==> config.mk <==
export PLATFORM = sky130hd
export DESIGN_NAME = mio_uart_tx_flat
export DESIGN_NICKNAME = d
export VERILOG_FILES = /design/src/rtl/mio_uart_tx_if.sv /design/src/rtl/mio_uart_tx.sv /design/src/flat_wrapper.sv
export SDC_FILE = /design/constraint.sdc
export NUM_CORES = 1
export LEC_CHECK = 0
export BUFFER_PORTS_ARGS = -buffer_cell sky130_fd_sc_hd__buf_2
export CORE_MARGIN = 1.5
export CORE_UTILIZATION = 51
export CTS_CLUSTER_SIZE = 14
export DETAILED_ROUTE_END_ITERATION = 10
export PLACE_DENSITY = 0.79
export SYNTH_ARGS = -nofsm -noshare
export SYNTH_HDL_FRONTEND = slang
export SYNTH_SLANG_ARGS = --single-unit
export TNS_END_PERCENT = 50
==> constraint.sdc <==
create_clock -name clk -period 3.7 [get_ports clk]
set_clock_uncertainty 0.2 [all_clocks]
set_input_delay 0.74 -clock clk [delete_from_list [all_inputs] [get_ports clk]]
set_output_delay 0.74 -clock clk [all_outputs]
set_load 0.02 [all_outputs]
==> src/rtl/mio_uart_tx_if.sv <==
// mio_uart_tx_if: core data-bus view of the UART transmitter register window.
// The core drives address, store data and write enable; the UART returns sel and read data.
interface mio_uart_tx_if;
    logic        MemRW;
    logic [31:0] Addr_out;
    logic [31:0] Data_out;
    logic        sel;
    logic [31:0] rdata;

    modport master (output MemRW, Addr_out, Data_out, input  sel, rdata);
    modport slave  (input  MemRW, Addr_out, Data_out, output sel, rdata);
endinterface

==> src/rtl/mio_uart_tx.sv <==
// mio_uart_tx: memory-mapped FIFO-buffered UART transmitter, 8N1 framing.
// Define UART_TX_PARITY_EN to insert an even-parity bit after the data (8E1).
module mio_uart_tx #(
    parameter logic [31:0] BASE_ADDR  = 32'hF000_0000,
    parameter int          FIFO_DEPTH = 8,
    parameter int          DIV_RESET  = 868
) (
    input  logic         clk,
    input  logic         rst,
    mio_uart_tx_if.slave bus,
    output logic         tx,
    output logic         irq_empty
);
    // state    | meaning
    // S_IDLE   | line idle high, waiting for a byte in the FIFO
    // S_START  | start bit (low) for one bit period
    // S_DATA   | data bits, LSB first, bit_idx 0..7
    // S_PARITY | even parity bit (only with UART_TX_PARITY_EN)
    // S_STOP   | stop bit (high); chains straight into S_START if data waits
    typedef enum logic [2:0] {S_IDLE, S_START, S_DATA, S_PARITY, S_STOP} state_t;

    localparam int AW = (FIFO_DEPTH > 1) ? $clog2(FIFO_DEPTH) : 1;
    localparam int LW = AW + 1;
`ifdef UART_TX_PARITY_EN
    localparam logic PAR_EN = 1'b1;
`else
    localparam logic PAR_EN = 1'b0;
`endif

    logic [7:0]    fifo_mem [FIFO_DEPTH];
    logic [AW-1:0] wr_ptr, rd_ptr;
    logic [LW-1:0] level, level_next;
    logic          overflow;
    logic [15:0]   div_reg, period, timer;
    logic [7:0]    shreg;
    logic          parity_bit;
    logic [2:0]    bit_idx;
    state_t        state, state_next;

    logic [1:0] offset;
    logic       wr_stb, push_req, push, pop, full, empty;
    logic       timer_zero, timer_reload, shift_en, tx_next;
    logic       unused_bits;

    assign offset      = bus.Addr_out[3:2];
    assign bus.sel     = (bus.Addr_out[31:4] == BASE_ADDR[31:4]);
    assign wr_stb      = bus.sel & bus.MemRW;
    assign full        = (level == LW'(FIFO_DEPTH));
    assign empty       = (level == '0);
    assign push_req    = wr_stb && (offset == 2'd0);
    // Full is judged before the edge, so a same-edge pop never rescues the byte.
    assign push        = push_req && !full;
    assign level_next  = level + LW'(push) - LW'(pop);
    assign timer_zero  = (timer == '0);
    assign unused_bits = ^{bus.Addr_out[1:0], bus.Data_out[31:16]};

    always_comb begin
        bus.rdata = '0;
        if (bus.sel) begin
            case (offset)
                2'd1:    bus.rdata = {16'h0, 8'(level), 3'b000, PAR_EN, overflow,
                                      state != S_IDLE, empty, full};
                2'd2:    bus.rdata = {16'h0, div_reg};
                default: bus.rdata = '0;
            endcase
        end
    end

    always_ff @(posedge clk) begin
        if (rst) state <= S_IDLE;
        else     state <= state_next;
    end

    always_comb begin
        state_next   = state;
        pop          = 1'b0;
        timer_reload = 1'b0;
        shift_en     = 1'b0;
        tx_next      = tx;
        case (state)
            S_IDLE: begin
                tx_next = 1'b1;
                if (!empty) begin
                    pop        = 1'b1;
                    state_next = S_START;
                    tx_next    = 1'b0;
                end
            end
            S_START: begin
                if (timer_zero) begin
                    timer_reload = 1'b1;
                    state_next   = S_DATA;
                    tx_next      = shreg[0];
                end
            end
            S_DATA: begin
                if (timer_zero) begin
                    timer_reload = 1'b1;
                    if (bit_idx == 3'd7) begin
`ifdef UART_TX_PARITY_EN
                        state_next = S_PARITY;
                        tx_next    = parity_bit;
`else
                        state_next = S_STOP;
                        tx_next    = 1'b1;
`endif
                    end else begin
                        shift_en = 1'b1;
                        tx_next  = shreg[1];
                    end
                end
            end
            S_PARITY: begin
                if (timer_zero) begin
                    timer_reload = 1'b1;
                    state_next   = S_STOP;
                    tx_next      = 1'b1;
                end
            end
            S_STOP: begin
                if (timer_zero) begin
                    if (!empty) begin
                        pop        = 1'b1;
                        state_next = S_START;
                        tx_next    = 1'b0;
                    end else begin
                        state_next = S_IDLE;
                        tx_next    = 1'b1;
                    end
                end
            end
            default: begin
                state_next = S_IDLE;
                tx_next    = 1'b1;
            end
        endcase
    end

    always_ff @(posedge clk) begin
        if (push) fifo_mem[wr_ptr] <= bus.Data_out[7:0];
    end

    always_ff @(posedge clk) begin
        if (rst) begin
            wr_ptr     <= '0;
            rd_ptr     <= '0;
            level      <= '0;
            overflow   <= 1'b0;
            div_reg    <= 16'(DIV_RESET);
            period     <= 16'(DIV_RESET);
            timer      <= '0;
            shreg      <= '0;
            parity_bit <= 1'b0;
            bit_idx    <= '0;
            tx         <= 1'b1;
            irq_empty  <= 1'b1;
        end else begin
            if (push) wr_ptr <= wr_ptr + 1'b1;
            if (pop)  rd_ptr <= rd_ptr + 1'b1;
            level <= level_next;

            if (push_req && full)                overflow <= 1'b1;
            else if (wr_stb && offset == 2'd1)   overflow <= 1'b0;

            if (wr_stb && offset == 2'd2)
                div_reg <= (bus.Data_out[15:0] == 16'h0) ? 16'd1 : bus.Data_out[15:0];

            // The bit period is frozen per frame so DIV writes only affect later frames.
            if (pop) begin
                shreg      <= fifo_mem[rd_ptr];
                parity_bit <= ^fifo_mem[rd_ptr];
                period     <= div_reg;
                timer      <= div_reg - 16'd1;
                bit_idx    <= '0;
            end else if (timer_reload) begin
                timer <= period - 16'd1;
            end else if (!timer_zero) begin
                timer <= timer - 16'd1;
            end

            if (shift_en) begin
                shreg   <= shreg >> 1;
                bit_idx <= bit_idx + 3'd1;
            end

            tx        <= tx_next;
            irq_empty <= (state_next == S_IDLE) && (level_next == '0);
        end
    end
endmodule

==> src/flat_wrapper.sv <==
// flat-port wrapper written by rule: the top's interface ports become plain ports
module mio_uart_tx_flat 
#(
    parameter logic [31:0] BASE_ADDR  = 32'hF000_0000,
    parameter int          FIFO_DEPTH = 8,
    parameter int          DIV_RESET  = 868
)
  (clk, rst, tx, irq_empty, bus_MemRW, bus_Addr_out, bus_Data_out, bus_sel, bus_rdata);
  mio_uart_tx_if bus_i ();
  input  logic clk;
  input  logic rst;
  output logic tx;
  output logic irq_empty;
  input wire logic [$bits(bus_i.MemRW)-1:0] bus_MemRW;
  input wire logic [$bits(bus_i.Addr_out)-1:0] bus_Addr_out;
  input wire logic [$bits(bus_i.Data_out)-1:0] bus_Data_out;
  output wire logic [$bits(bus_i.sel)-1:0] bus_sel;
  output wire logic [$bits(bus_i.rdata)-1:0] bus_rdata;
  assign bus_i.MemRW = bus_MemRW;
  assign bus_i.Addr_out = bus_Addr_out;
  assign bus_i.Data_out = bus_Data_out;
  assign bus_sel = bus_i.sel;
  assign bus_rdata = bus_i.rdata;
  mio_uart_tx #(.BASE_ADDR(BASE_ADDR), .FIFO_DEPTH(FIFO_DEPTH), .DIV_RESET(DIV_RESET)) u_core (.clk(clk), .rst(rst), .bus(bus_i), .tx(tx), .irq_empty(irq_empty));
endmodule
Word-level counts from Yosys, hierarchy flattened
Memories as Yosys holds them, arrays and structs flattened. A register that Yosys moved wholly into a read port is not among the register bits.
Cells that the tools add are included.
{"block": "classes", "addsub": 8, "eq_ne": 14, "mux": 39, "bitwise_logic": 1, "n_reduce_logical": 20}
{"operator": "$mux W16", "count": 5}
{"operator": "$sub A16 B1 Y16 const B", "count": 3}
{"operator": "$logic_not A16 Y1", "count": 2}
{"operator": "$pmux W16 S2", "count": 1}
{"operator": "$mux W3", "count": 10}
{"operator": "$eq A28 B28 Y1 const B", "count": 1}
{"operator": "$mux W1", "count": 18}
{"operator": "$pmux W3 S5", "count": 1}
{"operator": "$mux W7", "count": 2}
{"operator": "$add A3 B1 Y3 const B", "count": 3}
{"operator": "$logic_not A4 Y1", "count": 2}
{"operator": "$ne A2 B1 Y1 const B", "count": 4}
{"operator": "$eq A3 B2 Y1 const B", "count": 2}
{"operator": "$eq A3 B3 Y1 const B", "count": 2}
{"operator": "$logic_and A1 B1 Y1", "count": 6}
{"operator": "$logic_not A3 Y1", "count": 2}
{"operator": "$pmux W1 S5", "count": 1}
{"operator": "$add A4 B1 Y4", "count": 1}
{"operator": "$eq A4 B4 Y1 const B", "count": 1}
{"operator": "$reduce_and A4 Y1", "count": 1}
{"operator": "$reduce_bool A2 Y1", "count": 2}
{"operator": "$sub A4 B1 Y4", "count": 1}
{"operator": "$eq A3 B1 Y1 const B", "count": 1}
{"operator": "$ne A3 B2 Y1 const B", "count": 1}
{"operator": "9 further kinds", "count": 9}
{"block": "word_totals", "reg_bits": 75, "mem_bits_rw": 64, "out_inout_bits": 35, "wordCells": 96, "memories": 1}
{"name": "u_core.fifo_mem", "depth": 8, "width": 8, "rd": 1, "rd_ports_with_merged_regs": 1, "write_ports": 1, "line": "mio_uart_tx.sv:30", "source": "logic [7:0] fifo_mem [FIFO_DEPTH];"}

Depth between registers and ports, before layout
{"block": "depth", "word_depth": 8, "ltp_mapped": 20, "depth_no_buf": 15}

Worst setup path after synthesis
OpenSTA, ideal clock, no wires.
{"block": "synth_path", "path_type": "register to register", "start": "reg u_core.level[2]", "end": "reg u_core.irq_empty", "setup_time_ns": 0.078, "arrival_ns": 3.513, "required_time_ns": 3.422, "slack_ns": -0.091, "path_stages_with_launch": 21, "period_less_slack_ns": 3.791, "cell_sequence": "dfxtp_1 inv_1 ha_1 or3b_1 clkbuf_1 nand2_1 or2_1 buf_6 buf_6 inv_1 buf_2 buf_1 ha_1 inv_1 ha_1 inv_1 fa_1 xor2_1 and4b_1 a21oi_1 nor3_1"}
{"block": "synth_between", "elab_chain_cells": 7, "word_cells_on_any_way": 16}
{"element": "start, declared", "line": "mio_uart_tx.sv:32", "source": "logic [LW-1:0] level, level_next;"}
{"element": "start signal, assigned", "line": "mio_uart_tx.sv:160", "source": "level <= level_next;"}
{"element": "$logic_not A4 Y1 *", "line": "mio_uart_tx.sv:49", "source": "assign empty = (level == '0);"}
{"element": "$mux W1 *", "line": "mio_uart_tx.sv:83, mio_uart_tx.sv:122"}
{"element": "$mux W1", "line": "mio_uart_tx.sv:121", "source": "if (timer_zero) begin"}
{"element": "$pmux W1 S2 *", "line": "mio_uart_tx.sv:80", "source": "case (state)"}
{"element": "net u_core.pop", "line": "mio_uart_tx.sv:41", "source": "logic wr_stb, push_req, push, pop, full, empty;"}
{"element": "$sub A4 B1 Y4 *", "line": "mio_uart_tx.sv:53", "source": "assign level_next = level + LW'(push) - LW'(pop);"}
{"element": "$logic_not A4 Y1 *", "line": "mio_uart_tx.sv:187", "source": "irq_empty <= (state_next == S_IDLE) && (level_next == '0);"}
{"element": "$logic_and A1 B1 Y1 *", "line": "mio_uart_tx.sv:187"}
{"element": "end signal, assigned", "line": "mio_uart_tx.sv:187"}
{"element": "end, declared", "line": "mio_uart_tx.sv:12", "source": "output logic irq_empty"}
The timed path passes the listed nets; every way through them passes the cells marked *.
A chain may end at the register's enable or synchronous reset.

Final worst setup path
{"block": "layout_path", "start": "reg u_core.timer[9]", "end": "reg u_core.irq_empty"}
{"block": "layout_between", "elab_chain_cells": 6, "word_cells_on_any_way": 12}
{"element": "start, declared", "line": "mio_uart_tx.sv:34", "source": "logic [15:0] div_reg, period, timer;"}
{"element": "start signal, assigned", "line": "mio_uart_tx.sv:173", "source": "timer <= div_reg - 16'd1;"}
{"element": "start signal, assigned", "line": "mio_uart_tx.sv:176", "source": "timer <= period - 16'd1;"}
{"element": "start signal, assigned", "line": "mio_uart_tx.sv:178", "source": "timer <= timer - 16'd1;"}
{"element": "$logic_not A16 Y1 *", "line": "mio_uart_tx.sv:54", "source": "assign timer_zero = (timer == '0);"}
{"element": "$mux W1", "line": "mio_uart_tx.sv:121"}
{"element": "$pmux W1 S2", "line": "mio_uart_tx.sv:80"}
{"element": "$sub A4 B1 Y4", "line": "mio_uart_tx.sv:53"}
{"element": "$logic_not A4 Y1", "line": "mio_uart_tx.sv:187"}
{"element": "$logic_and A1 B1 Y1 *", "line": "mio_uart_tx.sv:187"}
Every way passes the cells marked *; elsewhere a longest branch is shown, timed or not.

==> results.toml <==
[worst_setup_path]
r2r_setup_slack_ns = 0.20
critical_path.max_fanout = 4
crit_path_end = "u_core.irq_empty"
crit_family = "simple AND/OR/NAND/NOR gates"
critical_path_depth = 13
startpoint = "u_core.timer[9]"
r2r_start = "u_core.timer[9]"
critPathRequiredTime_ns = 3.83
path_buf_inv = 2
path_cells = "nor4_2, a41oi_2, or2_1, inv_1, ha_1, inv_1, ha_1, a21o_1, a21oi_1, xnor2_1, and4b_1, a21oi_1, nor3_1"
crit_arrival_ns = 3.63
r2r-end = "u_core.irq_empty"
reg2reg_depth = 13
crit_path_end_kind = "register"
crit_type = "reg2reg"
startpoint_type = "register"
max_stage_delay_ns = 0.44
slowest_stage = "nor4_2"

[timing]
setup_viol = 0
clock.fmax_mhz = 286
rsz0062_at_grt = "no"
min_period_over_period_pct = 94.6
drv_slew = 0
final_hold_viol_count = 0
period_needed_ns = 3.50
fin_hold_ws_ns = 0.257
max_slew_margin_pct = 48.6
worst_pin_slew_ns = 0.770

[cells_and_area]
multi_input_area_um2 = 2910
nNetsFinal = 766
seq_area_um2 = 3480
nFillCells = 949
drive_gt1_share_pct = 24.2
largest_reg_flops = 64
area_growth_pct = 17.2
diodes = 0
top_register = "u_core.fifo_mem"

[drt]
vias = 5095
vias_per_cell = 5.86
drc = 0
wl_per_cell_um = 18.0
drt-total-wl_um = 15700
first_pass_iters = 5
drt-initial-drc-count = 423
ant_nets = 0

[die]
die_h_um = 117
initial_core_util_pct = 52.7
io_pins = 102
dieWidth_um = 117
coreArea_um2 = 12700
dieArea_um2 = 13800
core.rowCount = 41

[outcome]
status = "finished clean"

[pwr]
p_sw_mw = 2.20
comb_power_share_pct = 38.5
power.internal_mw = 3.87
swShare_pct = 36.3
p_total_mw = 6.07
peakVddDrop_mv = 0.496
p_leak_nw = 3.00
seq_power_share_pct = 32.6
power_density_nw_per_um2 = 777
pwr-share-clk_pct = 28.9

[clocking]
cts_setup_buffers = 0
cts_buffer_depth = 2
clk_pin_slew_worst_paths_ns = 0.06
htreeDepth = 4
worstSkewPairLatency_ns = 0.42
cts_tree = "yes"
cts_buffers = 17
cts_root_buf = "clkbuf_16"
clock_sinks = 142

[global_route]
first_global_vias = 4932
grt_antenna_before_repair = 0
overflow = 0
grt_use_total_pct = 23.6
grt_pass1_wl_um = 25400
grt_max_degree = 61

[yosys]
synth_edf_count = 64
yosysMostFrequentCell = "nor2_1"
synth_top_area_share_pct = 28.8
yosysUniqueCellTypes = 63
synth_top_cell_by_area = "edfxtp_1"
yosys-top-cells-area = "edfxtp_1 29%, dfxtp_1 23%, mux4_2 5.4%"
async_reset_ff_share_pct = 0
ys_top_cells_by_count = "84 x nor2_1, 78 x dfxtp_1, 64 x edfxtp_1"
ys_seq_area_share_pct = 52.2
postSynthCellCount = 615
yosys_warnings = 0
avgSynthCellArea_um2 = 10.8
synth-seq-cells = 142
syn_area_um2 = 6670
synthFlopType = "dfxtp_1"

[min_path]
hold_class = "reg2reg"

[job]
drv_cap = 0

[place]
hpwlAfterDp_um = 10600
io_buffers = 67
gp_congestion = 0.914
==> through the flow <==
step	cell area, um^2	std cells	util (%)	worst slack [ns]	setup TNS (ns)
2_1_floorplan	6730	630	-	0.0354	0
3_3_place_gp	7190	837	56.8	-0.0578	-0.0578
3_5_place_dp	7190	837	56.8	-0.0832	-0.0832
4_1_cts	7810	869	61.7	0.163	0
5_1_grt	7820	869	61.7	0.0185	0
6_report	7820	869	61.7	0.201	0
==> kinds of logic after synthesis <==
group                    Yosys count  synth area share [%]
other                              1                0.0562
XOR/XNOR                          16                  2.10
AO/OA/AOI/OAI                    104                  11.3
AND/OR/NAND/NOR                  228                  17.3
adder cells (fa/ha/maj)           15                  2.93
flip-flops                       142                  52.2
buffers and inverters             69                  5.12
multiplexers                      40                  9.02
==> placed cells by master (no fill, tap or decap), types with 3 or more instances in the layout <==
cell type / n
a221oi_1: 4
clkinv_4: 3
a211oi_1: 5
ha_1: 14
conb_1: 16
and3_1: 9
nand3_1: 17
clkbuf_16: 19
mux4_2: 16
buf_2: 67
xor2_1: 10
buf_4: 25
nand2b_1: 3
dfxtp_1: 78
a21oi_1: 50
inv_1: 11
nor2b_1: 3
nand3b_1: 7
nor4_1: 6
xnor2_1: 6
a32oi_1: 3
nand2_1: 57
nor2_1: 83
edfxtp_1: 64
o221ai_2: 11
nor3_1: 8
o21bai_1: 6
o21ai_0: 6
nand4_1: 4
nor3b_1: 5
nor4_2: 6
inv_6: 3
a22oi_1: 5
mux2i_1: 23
==> per-layer routing <==
| metal | up-vias | wire length [um] | track usage (%) | part of all wire, % |
|---|---|---|---|---|
| li1 | 2349 | - | - | - |
| met1 | 2446 | 6450 | 29.5 | 41 |
| met2 | 255 | 7600 | 39.2 | 48 |
| met3 | 45 | 1200 | 5.06 | 7.6 |
| met4 | 0 | 431 | 10.8 | 2.7 |
| met5 | - | 0 | 0 | 0 |
==> area by class of cell <==
type	instances	share of cell area [%]
inverter	11	0.528
sequential	142	44.6
multi-input combinational	419	37.3
clock inverter	10	1.58
timing repair buffer	93	6.95
tap	172	2.75
clock buffer	22	6.35
==> worst min path at each step <==
| stage | from | endpoint | slack [ns] | cells past startpoint |
|---|---|---|---|---|
| global route | u_core.period[7] | u_core.period[7] | 0.28 | 2 |
| finish | u_core.period[7] | u_core.period[7] | 0.26 | 2 |
| floorplan | u_core.overflow | u_core.overflow | 0.24 | 2 |
| detailed placement | u_core.period[0] | u_core.period[0] | 0.25 | 2 |
| CTS | u_core.period[12] | u_core.period[12] | 0.26 | 2 |
| global placement | u_core.period[13] | u_core.period[13] | 0.24 | 2 |
==> power groups by stage <==
| stage | sequential, mW | clock, mW | combinational [mW] |
|---|---|---|---|
| 6_report | 1.98 | 1.75 | 2.34 |
| 5_1_grt | 2.00 | 1.84 | 2.56 |
| 4_1_cts | 1.98 | 1.76 | 2.32 |
| 3_5_place_dp | 2.00 | 0 | 2.29 |
| 3_3_place_gp | 2.00 | 0 | 2.19 |
| 2_1_floorplan | 1.94 | 0 | 1.81 |
==> repair_timing <==
item                                    4_1_cts  5_1_grt
endpoints found under the setup margin        0        5
resized for setup                             0        2
hold buffers                                  0        0
==> tightest hold or removal path: cells and delay by family (launching register included) <==
family           cells  cell delay (ns)
AND/OR/NAND/NOR      1             0.05
AO/OA/AOI/OAI        1             0.05
flip-flops           1             0.31
(Power assumes the default switching activity.)
